===== config.mk =====
export PLATFORM = sky130hd
export DESIGN_NAME = muldiv_ctrl
export DESIGN_NICKNAME = d
export VERILOG_FILES = /design/src/rtl/muldiv_pkg.sv /design/src/rtl/muldiv_watchdog.sv /design/src/rtl/muldiv_ctrl.sv
export SDC_FILE = /design/constraint.sdc
export NUM_CORES = 1
export LEC_CHECK = 0
export CORE_MARGIN = 2
export CORE_UTILIZATION = 39
export CTS_CLUSTER_SIZE = 14
export DETAILED_ROUTE_END_ITERATION = 8
export HOLD_SLACK_MARGIN = 0.08
export PLACE_DENSITY = 0.87
export SYNTH_ARGS = -nofsm -noshare
export SYNTH_HDL_FRONTEND = slang
export SYNTH_HIERARCHICAL = 1
export SYNTH_SLANG_ARGS = --single-unit

===== constraint.sdc =====
create_clock -name clk -period 2.2 [get_ports clk]
set_clock_uncertainty 0.1 [all_clocks]
set_input_delay 0.55 -clock clk [delete_from_list [all_inputs] [get_ports clk]]
set_output_delay 0.55 -clock clk [all_outputs]
set_load 0.005 [all_outputs]

===== src/rtl/muldiv_pkg.sv =====
// Shared encodings and defaults for the HI/LO multiply/divide sequencer.
package muldiv_pkg;

    typedef enum logic [1:0] {
        IDLE     = 2'd0,
        MULT_RUN = 2'd1,
        DIV_RUN  = 2'd2,
        CLEAR    = 2'd3
    } muldiv_state_e;

    localparam logic OP_MULT = 1'b0;
    localparam logic OP_DIV  = 1'b1;

    localparam int unsigned DEF_TIMEOUT_CYCLES = 64;
    localparam int unsigned DEF_CNT_W          = 7;

endpackage


===== src/rtl/muldiv_watchdog.sv =====
// Completion watchdog: clear/enable counter that flags the last permitted cycle.
module muldiv_watchdog
    import muldiv_pkg::*;
#(
    parameter int unsigned TIMEOUT_CYCLES = DEF_TIMEOUT_CYCLES,
    parameter int unsigned CNT_W          = DEF_CNT_W
) (
    input  logic             clk,
    input  logic             reset,
    input  logic             clr,
    input  logic             en,
    output logic             expired
);

    // Count holds k-1 during the k-th enabled cycle, so expiry marks the final allowed cycle.
    localparam logic [CNT_W-1:0] LAST = CNT_W'(TIMEOUT_CYCLES - 1);

    logic [CNT_W-1:0] cnt_q;
    logic [CNT_W-1:0] cnt_d;

    // Next count: clear dominates enable.
    always_comb begin
        cnt_d = cnt_q;
        if (clr) begin
            cnt_d = '0;
        end else if (en) begin
            cnt_d = cnt_q + 1'b1;
        end
    end

    // Counter register with synchronous active-low reset.
    always_ff @(posedge clk) begin
        if (!reset) begin
            cnt_q <= '0;
        end else begin
            cnt_q <= cnt_d;
        end
    end

    assign expired = (cnt_q == LAST);

endmodule


===== src/rtl/muldiv_ctrl.sv =====
// Sequencer between the control unit and the shared mult/div units; owns HI/LO.
module muldiv_ctrl
    import muldiv_pkg::*;
#(
    parameter int unsigned TIMEOUT_CYCLES = DEF_TIMEOUT_CYCLES,
    parameter int unsigned CNT_W          = DEF_CNT_W
) (
    input  logic        clk,
    input  logic        reset,
    input  logic        op_valid,
    input  logic        op_sel,
    input  logic [31:0] op_a,
    input  logic [31:0] op_b,
    output logic        op_ready,
    output logic        mult_start,
    input  logic        mult_done,
    input  logic [31:0] mult_hi,
    input  logic [31:0] mult_lo,
    output logic        div_start,
    input  logic        div_done,
    input  logic [31:0] div_hi,
    input  logic [31:0] div_lo,
    output logic [31:0] opa_q,
    output logic [31:0] opb_q,
    output logic [31:0] hi,
    output logic [31:0] lo,
    output logic        busy,
    output logic        done,
    output logic        div_zero,
    output logic        timeout
);

    muldiv_state_e state_q, state_d;
    logic          sel_q, sel_d;
    logic [31:0]   opa_d, opb_d;
    logic [31:0]   hi_q, hi_d, lo_q, lo_d;
    logic          done_q, done_d;
    logic          div_zero_q, div_zero_d;
    logic          timeout_q, timeout_d;
    logic          wd_clr, wd_en, wd_expired;
    logic          unit_done;

    muldiv_watchdog #(
        .TIMEOUT_CYCLES (TIMEOUT_CYCLES),
        .CNT_W          (CNT_W)
    ) u_watchdog (
        .clk     (clk),
        .reset   (reset),
        .clr     (wd_clr),
        .en      (wd_en),
        .expired (wd_expired)
    );

    assign unit_done = (sel_q == OP_MULT) ? mult_done : div_done;

    // Next-state, operand latch, HI/LO commit and pulse generation.
    always_comb begin
        state_d    = state_q;
        sel_d      = sel_q;
        opa_d      = opa_q;
        opb_d      = opb_q;
        hi_d       = hi_q;
        lo_d       = lo_q;
        done_d     = 1'b0;
        div_zero_d = 1'b0;
        timeout_d  = 1'b0;
        wd_clr     = 1'b0;
        wd_en      = 1'b0;
        unique case (state_q)
            IDLE: begin
                wd_clr = 1'b1;
                if (op_valid) begin
                    opa_d = op_a;
                    opb_d = op_b;
                    sel_d = op_sel;
                    if (op_sel == OP_MULT) begin
                        state_d = MULT_RUN;
                    end else if (op_b != '0) begin
                        state_d = DIV_RUN;
                    end else begin
                        div_zero_d = 1'b1;
                    end
                end
            end
            MULT_RUN: begin
                wd_en = 1'b1;
                if (mult_done) begin
                    hi_d    = mult_hi;
                    lo_d    = mult_lo;
                    done_d  = 1'b1;
                    state_d = CLEAR;
                end else if (wd_expired) begin
                    timeout_d = 1'b1;
                    state_d   = CLEAR;
                end
            end
            DIV_RUN: begin
                wd_en = 1'b1;
                if (div_done) begin
                    hi_d    = div_hi;
                    lo_d    = div_lo;
                    done_d  = 1'b1;
                    state_d = CLEAR;
                end else if (wd_expired) begin
                    timeout_d = 1'b1;
                    state_d   = CLEAR;
                end
            end
            CLEAR: begin
                if (!unit_done) begin
                    state_d = IDLE;
                end
            end
            default: state_d = IDLE;
        endcase
    end

    // State and datapath registers with synchronous active-low reset.
    always_ff @(posedge clk) begin
        if (!reset) begin
            state_q    <= IDLE;
            sel_q      <= OP_MULT;
            opa_q      <= '0;
            opb_q      <= '0;
            hi_q       <= '0;
            lo_q       <= '0;
            done_q     <= 1'b0;
            div_zero_q <= 1'b0;
            timeout_q  <= 1'b0;
        end else begin
            state_q    <= state_d;
            sel_q      <= sel_d;
            opa_q      <= opa_d;
            opb_q      <= opb_d;
            hi_q       <= hi_d;
            lo_q       <= lo_d;
            done_q     <= done_d;
            div_zero_q <= div_zero_d;
            timeout_q  <= timeout_d;
        end
    end

    assign op_ready   = (state_q == IDLE);
    assign busy       = ~op_ready;
    assign mult_start = (state_q == MULT_RUN);
    assign div_start  = (state_q == DIV_RUN);
    assign hi         = hi_q;
    assign lo         = lo_q;
    assign done       = done_q;
    assign div_zero   = div_zero_q;
    assign timeout    = timeout_q;

endmodule


==> tab_implementation.tex, run 1 <==
\begin{tabular}{lr}
\hline
Metric & Value \\
\hline
\multicolumn{2}{l}{\textbf{Worst setup path}} \\
Crit-path cells & clkdlybuf4s50\_1 > nor4\_1 > buf\_4 > nand4\_1 > o31ai\_2 > mux2i\_1 \\
Worst Reg-to-Reg Cells & 6 \\
Startpoint of the worst setup timing path & op\_b[8] \\
Arrival time worst endpoint & 2310 ps \\
Critical Path RT & 2430 ps \\
Dominant delay contributor by cell family on the critical path & buffers and inverters \\
Count of cell instances traversed by the critical path & 6 \\
Startpoint types & input port \\
Element type at the critical path end & flop \\
Critical-path maximum fanout & 2 \\
Crit-path max cell delay & 450 ps \\
Worst reg-to-reg setup slack & 370 ps \\
Buffer and inverter count on the worst path & 2 \\
Critical-path top delay cell & sky130\_fd\_sc\_hd\_\_nor4\_1 \\
Worst R2R Start & state\_q[1]\$\_SDFFE\_PN0P\_ \\
Crit Reg-Reg Endpoint & lo[23]\$\_SDFFE\_PN0P\_ \\
Category of the critical setup timing path & in -> reg \\
\multicolumn{2}{l}{\textbf{STA}} \\
Total setup violations reported at the end of the flow & 0 \\
Highest achievable clock rate & 482 MHz \\
Slew at the pin closest to its max-slew limit & 480 ps \\
Post-route fraction of the period consumed by the critical path & 0.943 \\
Minimum period implied by the final worst setup slack & 2080 ps \\
Final count of pins violating max slew & 0 \\
Setup TNS & 0 ps \\
Tightest slew margin relative to the limit & 0.680 \\
Count of endpoints failing hold in the final timing report & 0 \\
RSZ-0062 raised after global routing & false \\
\multicolumn{2}{l}{\textbf{Clock network}} \\
Skew-Pair Late Insertion Delay & 400 ps \\
Number of hold buffers added after CTS & 0 \\
Number of CTS-inserted buffers & 17 \\
\# clock sinks & 141 \\
Number of setup buffers added after CTS & 0 \\
CTS tree & done \\
Maximum clock path buffer count & 2 \\
\# H-tree levels & 4 \\
Master cell of the clock root buffer & sky130\_fd\_sc\_hd\_\_clkbuf\_16 \\
Clock edge transition at the registers on the reported setup and hold paths & 60 ps \\
\multicolumn{2}{l}{\textbf{Pwr}} \\
Overall power consumption & 11700 uW \\
Clock power frac & 0.260 \\
Switching pwr & 3760 uW \\
Combinational cell fraction of total power & 0.441 \\
Internal power component & 7940 uW \\
Max IR drop VDD & 0.633 mV \\
Leakage power & 0.00443 uW \\
Sequential Power Share & 0.299 \\
Switching Share & 0.321 \\
Power density over cell area & 1130 nW/um\^{}2 \\
\multicolumn{2}{l}{\textbf{Drt}} \\
Routed vias/inst & 4.88 \\
Pre-Repair DR Iteration Count & 4 \\
DRC violation total after the first TritonRoute iteration & 206 \\
Routed wire per std cell & 16.2 um \\
Total number of vias & 5843 \\
Drt total wl & 19400 um \\
Number of nets with antenna violations after routing & 0 \\
Remaining design rule violation count & 0 \\
\multicolumn{2}{l}{\textbf{Floorplan}} \\
Die Span X & 129 um \\
Starting density of the core & 0.402 \\
Area of the die & 16700 um\^{}2 \\
Placeable core region & 15300 um\^{}2 \\
Die Height & 129 um \\
Floorplan row count & 45 \\
Io pins & 333 \\
\multicolumn{2}{l}{\textbf{Synthesis}} \\
Post-Syn Area per Cell & 9.41 um\^{}2 \\
Post-synthesis sequential element count & 141 \\
Sequential share of the synthesized area & 0.460 \\
Cells after synthesis & 652 \\
Synthesized area & 6130 um\^{}2 \\
Warnings from Yosys & 6 \\
EDFF count, synth & 0 \\
Asr flop ratio synth & 0 \\
Predominant post-synthesis flop cell & sky130\_fd\_sc\_hd\_\_dfxtp\_1 \\
Net count after synthesis & 856 \\
Synth unique cells & 37 \\
\multicolumn{2}{l}{\textbf{GRT}} \\
Via count of the first global-routing pass & 5882 \\
Global-route wire length before repair & 29600 um \\
Global-route usage over all layers & 0.227 \\
Global route overflow & 0 \\
Initial antenna violation count & 1 \\
Largest net degree at the start of global routing & 79 \\
\multicolumn{2}{l}{\textbf{Placement}} \\
Placed instance area & 9680 um\^{}2 \\
Half-perimeter wire length after placement & 14400 um \\
Weighted congestion reported at the end of routability-driven placement & 0.774 \\
Port Buffer Count & 332 \\
\multicolumn{2}{l}{\textbf{Cells and area}} \\
Nets@finish & 1178 \\
Final-layout fill cell count & 1186 \\
Finished layout cell area & 10300 um\^{}2 \\
Area overhead of the layout relative to synthesis & 68.5\% \\
Layout cell share with drive strength beyond 1 & 0.0669 \\
\multicolumn{2}{l}{\textbf{Job}} \\
Number of violations of the max-capacitance limit & 0 \\
\multicolumn{2}{l}{\textbf{Hold path}} \\
Number of instances on the worst hold path & 3 \\
Hold path start & reset \\
Worst Hold Path EP & done\$\_SDFF\_PN0\_ \\
Worst hold path class & in -> reg \\
\multicolumn{2}{l}{\textbf{Outcome}} \\
Result of the run & completed \\
\hline
\end{tabular}
through the flow:
step	cells	hold WS [ps]	setup slack [ps]	util
final	1198	340	125	0.677
after global routing	1198	339	28.4	0.677
after CTS	1197	317	160	0.677
after detailed placement	1166	345	-275	0.635
after global placement	1166	340	-195	0.635
after floorplan	652	349	445	-
timing repair:
item | 4_1_cts | 5_1_grt
endpoints found under the setup margin | 4 | 0
endpoints found under the hold margin | 0 | 0
gates resized for setup | 10 | 0
worst min-delay path, delay by kind of cell:
family | cells | cell delay [ps]
buf+inv | 1 | 150
simple gates | 2 | 110
power groups by stage:
| stage | registers (uW) | clock network, uW | logic, uW |
|---|---|---|---|
| final | 3500 | 3040 | 5160 |
| after global routing | 3570 | 3200 | 5630 |
| after detailed placement | 3540 | 0 | 5140 |
| after global placement | 3510 | 0 | 5050 |
| after floorplan | 3570 | 0 | 2990 |
| after CTS | 3500 | 3100 | 5200 |
Yosys cell counts (4+ instances only):
cell type                  number  area (um^2)
sky130_fd_sc_hd__nand2_1      204          766
sky130_fd_sc_hd__dfxtp_1      141         2820
sky130_fd_sc_hd__mux2i_1       67          671
sky130_fd_sc_hd__o211a_1       64          641
sky130_fd_sc_hd__a21boi_1      50          375
sky130_fd_sc_hd__clkbuf_1      16         60.1
sky130_fd_sc_hd__a21boi_0      15          113
sky130_fd_sc_hd__buf_6         15          169
sky130_fd_sc_hd__buf_2         14         70.1
sky130_fd_sc_hd__nor2_1         8         30.0
sky130_fd_sc_hd__nor4_1         8         50.1
sky130_fd_sc_hd__ha_1           6         75.1
sky130_fd_sc_hd__buf_1          5         18.8
sky130_fd_sc_hd__a21oi_1        4         20.0
sky130_fd_sc_hd__inv_1          4         15.0
area by class of cell:
class	instances	area, um^2	share of cell area
multi-input cells	454	3010	0.291
inverters	5	18.8	0.00182
clock buffers	21	470	0.0455
flip-flops and latches	141	2820	0.273
diodes	1	2.50	0.000242
well taps	211	264	0.0255
clock inverters	10	161	0.0156
repair buffers	355	3590	0.347
routing by layer:
metal | up-vias | share of wire | global-route usage
li1 | 2903 | - | -
met1 | 2690 | 0.39 | 0.244
met2 | 229 | 0.50 | 0.406
met3 | 21 | 0.099 | 0.0908
met4 | 0 | 0.015 | 0.0735
met5 | - | 0 | 0
placed cells by master, fill, tap and decap left out, types with 3 or more instances in the layout:
cell	count
sky130_fd_sc_hd__mux2i_1	67
sky130_fd_sc_hd__nor2_1	8
sky130_fd_sc_hd__ha_1	3
sky130_fd_sc_hd__a21boi_0	15
sky130_fd_sc_hd__xor2_1	3
sky130_fd_sc_hd__clkbuf_8	3
sky130_fd_sc_hd__dlygate4sd2_1	4
sky130_fd_sc_hd__bufinv_16	4
sky130_fd_sc_hd__buf_12	8
sky130_fd_sc_hd__a21boi_1	50
sky130_fd_sc_hd__nor4_1	8
sky130_fd_sc_hd__nand4_1	3
sky130_fd_sc_hd__o211a_1	64
sky130_fd_sc_hd__clkdlybuf4s50_1	327
sky130_fd_sc_hd__clkinvlp_4	3
sky130_fd_sc_hd__a21oi_1	4
sky130_fd_sc_hd__nand2_1	203
sky130_fd_sc_hd__inv_2	3
sky130_fd_sc_hd__buf_4	16
sky130_fd_sc_hd__dfxtp_1	141
sky130_fd_sc_hd__clkbuf_16	17
sky130_fd_sc_hd__ha_4	3
worst max-delay path by stage:
stage / endpoint / slack [ps]
floorplan: hi[25]$_SDFFE_PN0P_ / 440
global placement: state_q[1]$_SDFFE_PN0P_ / -200
detailed placement: state_q[1]$_SDFFE_PN0P_ / -280
CTS: busy / 160
global route: state_q[1]$_SDFFE_PN0P_ / 30
finish: state_q[1]$_SDFFE_PN0P_ / 120
sequential cells by signal, summed over array words and instances, names as in the netlist:
| signal | flops |
|---|---|
| hi | 32 |
| lo | 32 |
| opa_q | 32 |
| opb_q | 32 |
| u_watchdog/cnt_q | 7 |
| state_q | 2 |
| div_zero | 1 |
| done | 1 |
| sel_q | 1 |
| timeout | 1 |
kinds of logic after synthesis:
logic type               Yosys count  share of synthesized area
AND/OR/NAND/NOR                  233                      0.154
flip-flops                       141                      0.460
XOR/XNOR                           4                    0.00571
AO/OA/AOI/OAI                    143                      0.200
adder cells (fa/ha/maj)            6                     0.0122
multiplexers                      68                      0.111
buffers and inverters             57                     0.0573
(Power assumes the default switching activity.)
==> run 2, diff against run 1 <==
--- a/config.mk
+++ b/config.mk
@@ -11,6 +11,7 @@
 export DETAILED_ROUTE_END_ITERATION = 8
 export HOLD_SLACK_MARGIN = 0.08
 export PLACE_DENSITY = 0.87
+export SLEW_MARGIN = 20
 export SYNTH_ARGS = -nofsm -noshare
 export SYNTH_HDL_FRONTEND = slang
 export SYNTH_HIERARCHICAL = 1
==> results of run 2 <==
The final DEF is identical to that of run 1; final timing and power are the same.
==> run 3, diff against run 2 <==
--- a/config.mk
+++ b/config.mk
@@ -11,7 +11,6 @@
 export DETAILED_ROUTE_END_ITERATION = 8
 export HOLD_SLACK_MARGIN = 0.08
 export PLACE_DENSITY = 0.87
-export SLEW_MARGIN = 20
 export SYNTH_ARGS = -nofsm -noshare
 export SYNTH_HDL_FRONTEND = slang
 export SYNTH_HIERARCHICAL = 1
==> results of run 3 <==
The final DEF is identical to that of run 1; final timing and power are the same.
